**src/rtl/regfile_write_arbiter.sv**
```systemverilog
// Two-requester register-file writeback arbiter.
// Each requester owns a one-entry buffer; one buffered entry per cycle is
// moved into a registered output stage that drives the register file.
//
// Handshake: a request transfers on the rising edge where reqN_valid and
// reqN_ready are both 1. The requester holds reg/data stable while valid is
// high and ready is low. reqN_ready is 1 when bufN is empty or is being
// granted this cycle, and is forced to 0 while rst_n is low.
module regfile_write_arbiter #(
  parameter int DATA_W = 16,
  parameter int ADDR_W = 4
) (
  input  logic                       clk,
  input  logic                       rst_n,
  input  logic                       req0_valid,
  input  logic [ADDR_W-1:0]          req0_reg,
  input  logic [DATA_W-1:0]          req0_data,
  output logic                       req0_ready,
  input  logic                       req1_valid,
  input  logic [ADDR_W-1:0]          req1_reg,
  input  logic [DATA_W-1:0]          req1_data,
  output logic                       req1_ready,
  output logic [ADDR_W-1:0]          Write_Reg,
  output logic [DATA_W-1:0]          Write_Data,
  output logic                       RegWrite,
  output logic [(1<<ADDR_W)-1:0]     busy,
  output logic                       grant_id
);

  // Requester buffers. r_youngN means bufN was accepted after the entry
  // currently held in the other buffer; it orders same-register writes.
  logic              r_v0, r_v1;
  logic [ADDR_W-1:0] r_reg0, r_reg1;
  logic [DATA_W-1:0] r_data0, r_data1;
  logic              r_young0, r_young1;

  // Output stage and round-robin pointer (id of the last granted requester).
  logic              r_out_v;
  logic [ADDR_W-1:0] r_out_reg;
  logic [DATA_W-1:0] r_out_data;
  logic              r_out_id;
  logic              r_last_id;

  logic w_g0, w_g1;
  logic w_acc0, w_acc1;
  logic w_same_reg;

  assign w_same_reg = (r_reg0 == r_reg1);

  // Arbitration: single occupant wins; same register goes to the older
  // entry (requester 0 on a tie); otherwise the requester not granted last.
  always_comb begin
    w_g0 = 1'b0;
    w_g1 = 1'b0;
    if (r_v0 && !r_v1) begin
      w_g0 = 1'b1;
    end else if (!r_v0 && r_v1) begin
      w_g1 = 1'b1;
    end else if (r_v0 && r_v1) begin
      if (w_same_reg) begin
        if (r_young0) w_g1 = 1'b1;
        else          w_g0 = 1'b1;
      end else begin
        if (r_last_id) w_g0 = 1'b1;
        else           w_g1 = 1'b1;
      end
    end
  end

  assign req0_ready = rst_n & (~r_v0 | w_g0);
  assign req1_ready = rst_n & (~r_v1 | w_g1);
  assign w_acc0     = req0_valid & req0_ready;
  assign w_acc1     = req1_valid & req1_ready;

  // Buffer 0: load on accept, vacate on grant, track relative age.
  always_ff @(posedge clk or negedge rst_n) begin
    if (!rst_n) begin
      r_v0     <= 1'b0;
      r_reg0   <= '0;
      r_data0  <= '0;
      r_young0 <= 1'b0;
    end else if (w_acc0) begin
      r_v0     <= 1'b1;
      r_reg0   <= req0_reg;
      r_data0  <= req0_data;
      r_young0 <= r_v1 & ~w_g1;
    end else begin
      if (w_g0) r_v0     <= 1'b0;
      if (w_g1) r_young0 <= 1'b0;
    end
  end

  // Buffer 1: mirror of buffer 0.
  always_ff @(posedge clk or negedge rst_n) begin
    if (!rst_n) begin
      r_v1     <= 1'b0;
      r_reg1   <= '0;
      r_data1  <= '0;
      r_young1 <= 1'b0;
    end else if (w_acc1) begin
      r_v1     <= 1'b1;
      r_reg1   <= req1_reg;
      r_data1  <= req1_data;
      r_young1 <= r_v0 & ~w_g0;
    end else begin
      if (w_g1) r_v1     <= 1'b0;
      if (w_g0) r_young1 <= 1'b0;
    end
  end

  // Output stage: capture the granted entry; pointer follows every grant.
  // Reset leaves the pointer at 1 so requester 0 wins the first contest.
  always_ff @(posedge clk or negedge rst_n) begin
    if (!rst_n) begin
      r_out_v    <= 1'b0;
      r_out_reg  <= '0;
      r_out_data <= '0;
      r_out_id   <= 1'b0;
      r_last_id  <= 1'b1;
    end else begin
      r_out_v <= w_g0 | w_g1;
      if (w_g0) begin
        r_out_reg  <= r_reg0;
        r_out_data <= r_data0;
        r_out_id   <= 1'b0;
        r_last_id  <= 1'b0;
      end else if (w_g1) begin
        r_out_reg  <= r_reg1;
        r_out_data <= r_data1;
        r_out_id   <= 1'b1;
        r_last_id  <= 1'b1;
      end
    end
  end

  assign RegWrite   = r_out_v;
  assign Write_Reg  = r_out_reg;
  assign Write_Data = r_out_data;
  assign grant_id   = r_out_id;

  // Pending-write map decoded from buffers and the live output stage.
  always_comb begin
    busy = '0;
    if (r_v0)    busy[r_reg0]    = 1'b1;
    if (r_v1)    busy[r_reg1]    = 1'b1;
    if (r_out_v) busy[r_out_reg] = 1'b1;
  end

endmodule
```
**config.mk**
```make
export PLATFORM = sky130hd
export DESIGN_NAME = regfile_write_arbiter
export DESIGN_NICKNAME = d
export VERILOG_FILES = /design/src/rtl/regfile_write_arbiter.sv
export SDC_FILE = /design/constraint.sdc
export NUM_CORES = 1
export LEC_CHECK = 0
export BUFFER_PORTS_ARGS = -buffer_cell sky130_fd_sc_hd__buf_2
export CAP_MARGIN = 5
export CORE_AREA = 2 2 84 86
export DETAILED_ROUTE_END_ITERATION = 7
export DIE_AREA = 0 0 86 88
export GPL_TIMING_DRIVEN = 0
export PLACE_DENSITY_LB_ADDON = 0.1
export SKIP_LAST_GASP = 1
export SYNTH_ARGS = -nofsm -noshare
export SYNTH_HDL_FRONTEND = slang
export SYNTH_SLANG_ARGS = --single-unit
```
**constraint.sdc**
```tcl
create_clock -name clk -period 2.49 [get_ports clk]
set_input_delay 0.1245 -clock clk [delete_from_list [all_inputs] [get_ports clk]]
set_output_delay 0.1245 -clock clk [all_outputs]
set_load 0.1 [all_outputs]
```
==> out/qor.txt <==
Max Freq: 0.4289 GHz
Synth cell types: 42
Initial DRC count: 120
Hold Crit Class: in -> reg
Top-count cell post-synth: dfrtp_1
Period minus WS final: 2.332 ns
Critical Path AT: 2.21 ns
Sink Count: 66
Dominant cell type by area after synthesis: dfrtp_1
Final WL: 7747 um
Row cnt: 30
CP max FO: 10
Final Cell Area: 4303 sq um
Clock Latency Late Sink: 0.34 ns
Worst-Margin Slew: 0.6631 ns
Max IR drop VDD: 631.8 uV
Max_cap viols: 0
Final WS setup: 0.1582 ns
Sequential area share after synthesis: 47.47%
Initial antenna violation count: 0
Commonest cells in the netlist: dfrtp_1 (65), mux2_2 (60), nand2_1 (30)
Worst reg-to-reg path cell count: 6
CTS tree: yes
CP Capture Type: output pin
First-pass GRT wire length: 12,540 um
Status: finished clean
Top cells by area, synth: dfrtp_1 (47%), mux2_2 (19%), mux2_4 (7.8%)
Port bufs: 83
H-tree depth: 3
Post-synth ARST share: 100.0%
Final HPWL from detailed placement: 5501 um
Synthesized cell area: 3482 sq um
Global route overflow: 0
# IOs: 84
Clk_skew: 0.01247 ns
Layout cell share with drive strength beyond 1: 53.02%
Post-synth top flop: dfrtp_1
Setup TNS: 0 ns
Vias in the first global route: 2,548
Place WS: 0.06271 ns
Total track usage: 21.75%
Share of the synthesized area in the top cell type: 46.71%
Setup violators final: 0
Die area: 7568 sq um
NumNets Final: 420
Worst Hold Launch: req1_data[10]
Reg2Reg Setup Slack: 0.33 ns
R2r endpoint: r_data1[1]$_DFFE_PN0P_
Nature of the critical path startpoint: flip-flop
Core area: 6644 sq um
Starting Density: 52.41%
Fin crit share: 93.65%
RSZ-0062 raised after global routing: no
Hold Vio Cnt, Final: 0
FF+latch count, synth: 66
Crit path kind: reg -> out
Post-CTS setup buffer count: 0
GP Congestion: 0.9021
Synthesis Warnings: 0
Vert. Die Dim: 88 um
Avg Cell Area, Syn: 12.48 sq um
Placed Area: 4000 sq um
Slew HR: 55.79%
Longest Clk Path Bufs: 2
Mean number of vias per cell: 5.364
Static leakage: 0.002071 uW
Routed Antenna Nets: 0
EDFF count, synth: 0
PwrDens: 1196 nW/um^2
Slew Viols, Final: 0
Clock Root Buffer: clkbuf_8
Pin count of the biggest net entering global routing: 71
Post-synthesis net count: 323
FF-to-FF Start: r_reg1[3]$_DFFE_PN0P_
Worst Hold Depth: 2
Final Util: 64.76%
Routed WL per cell: 16.80 um
TritonRoute pass-1 iters: 4
Die W: 86 um
Clock buffer count from CTS: 9
CTS clk-pin slew, worst paths: 0.08 ns
Worst endpoint required time: 2.37 ns
N_diodes: 0
Syn Inst Count: 279
Via count: 2,473
WHS Endpoint: r_data1[10]$_DFFE_PN0P_
Area delta synth->final: 23.57%
DRC viols: 0
layout make-up:
class,instances,area (sq um)
Sequential cell,66,1653
Buffer,16,127.6
Fill cell,562,2341
Multi-Input combinational cell,195,1702
Inverter,1,3.754
Clock inverter,6,112.6
Timing Repair Buffer,87,466.7
Tap cell,80,100.1
Clock buffer,10,137.6
registers in the layout (all words and copies together) (netlist names):
signal      count
RegWrite        1
Write_Data     16
Write_Reg       4
grant_id        1
r_data0        16
r_data1        16
r_last_id       1
r_reg0          4
r_reg1          4
r_v0            1
r_v1            1
r_young0        1
critical path: stages (launching register included):
cell,delay (ns)
dfrtp_1,0.39
buf_2,0.20
xnor2_1,0.32
nand4_2,0.23
o31a_1,0.31
and2_1,0.16
clkbuf_4,0.27
through the flow:
step / hold WS (ns) / cells / total power, uW
6_report: 0.01527 / 461 / 5145
5_1_grt: 0.003753 / 461 / 5362
4_1_cts: 0.0009515 / 461 / 5176
3_5_place_dp: 0.2858 / 442 / 4041
3_3_place_gp: 0.3554 / 442 / 4008
2_1_floorplan: -0.1711 / 279 / 3610
how the worst max path moves through the flow:
stage / startpoint / endpoint / slack [ns] / cells after the start
6_report: r_reg1[3]$_DFFE_PN0P_ / req1_ready / 0.16 / 6
2_1_floorplan: RegWrite$_DFF_PN0_ / busy[12] / 0.17 / 3
5_1_grt: r_reg1[3]$_DFFE_PN0P_ / req1_ready / 0.03 / 6
4_1_cts: r_reg1[3]$_DFFE_PN0P_ / req1_ready / 0.07 / 6
3_5_place_dp: r_v1$_DFFE_PN0P_ / busy[4] / 0.06 / 6
3_3_place_gp: rst_n / r_data0[9]$_DFFE_PN0P_ / -0.19 / 5
timing repair:
| item | in CTS | in global routing |
|---|---|---|
| setup endpoints to repair | 16 | 26 |
| gates resized for setup | 1 | 4 |
| hold buffers | 4 | 0 |
| endpoints found under the hold margin | 68 | 0 |
placed cells by master (no fill, tap or decap), types with 4 or more instances in the layout:
cell type / n
dlygate4sd3_1: 4
a22oi_1: 11
xnor2_1: 4
nor2_1: 8
buf_6: 8
nand2_1: 30
mux2_2: 60
nor2b_1: 8
mux2_4: 18
buf_2: 85
nand3_1: 17
and3_1: 4
clkbuf_8: 10
and2_1: 4
dfrtp_1: 65
per-layer routing:
layer	GRT usage (%)	vias up	wire, um
met1	27.32	1192	3491
li1	-	1189	-
met3	6.126	15	390
met4	8.802	0	164
met2	35.66	77	3701
met5	0	-	0
kinds of logic (layout without fill, tap and decap cells):
kind of cell / count (synthesis) / after routing / synth area share [%]
and+or+nand+nor: 84 / 84 / 12.40
xor gates and xnor gates: 8 / 8 / 2.228
DFF: 66 / 66 / 47.47
buffers and inverters: 18 / 120 / 3.809
muxes: 78 / 78 / 27.17
AOI/OAI and AO/OA: 25 / 25 / 6.935
power breakdown:
part	total, uW	leakage [uW]	switching, uW	internal [uW]
sequential	1510	0.000779	175	1340
clock	1120	0.000127	424	696
combinational	2510	0.00117	1850	662
(Power assumes the default switching activity.)
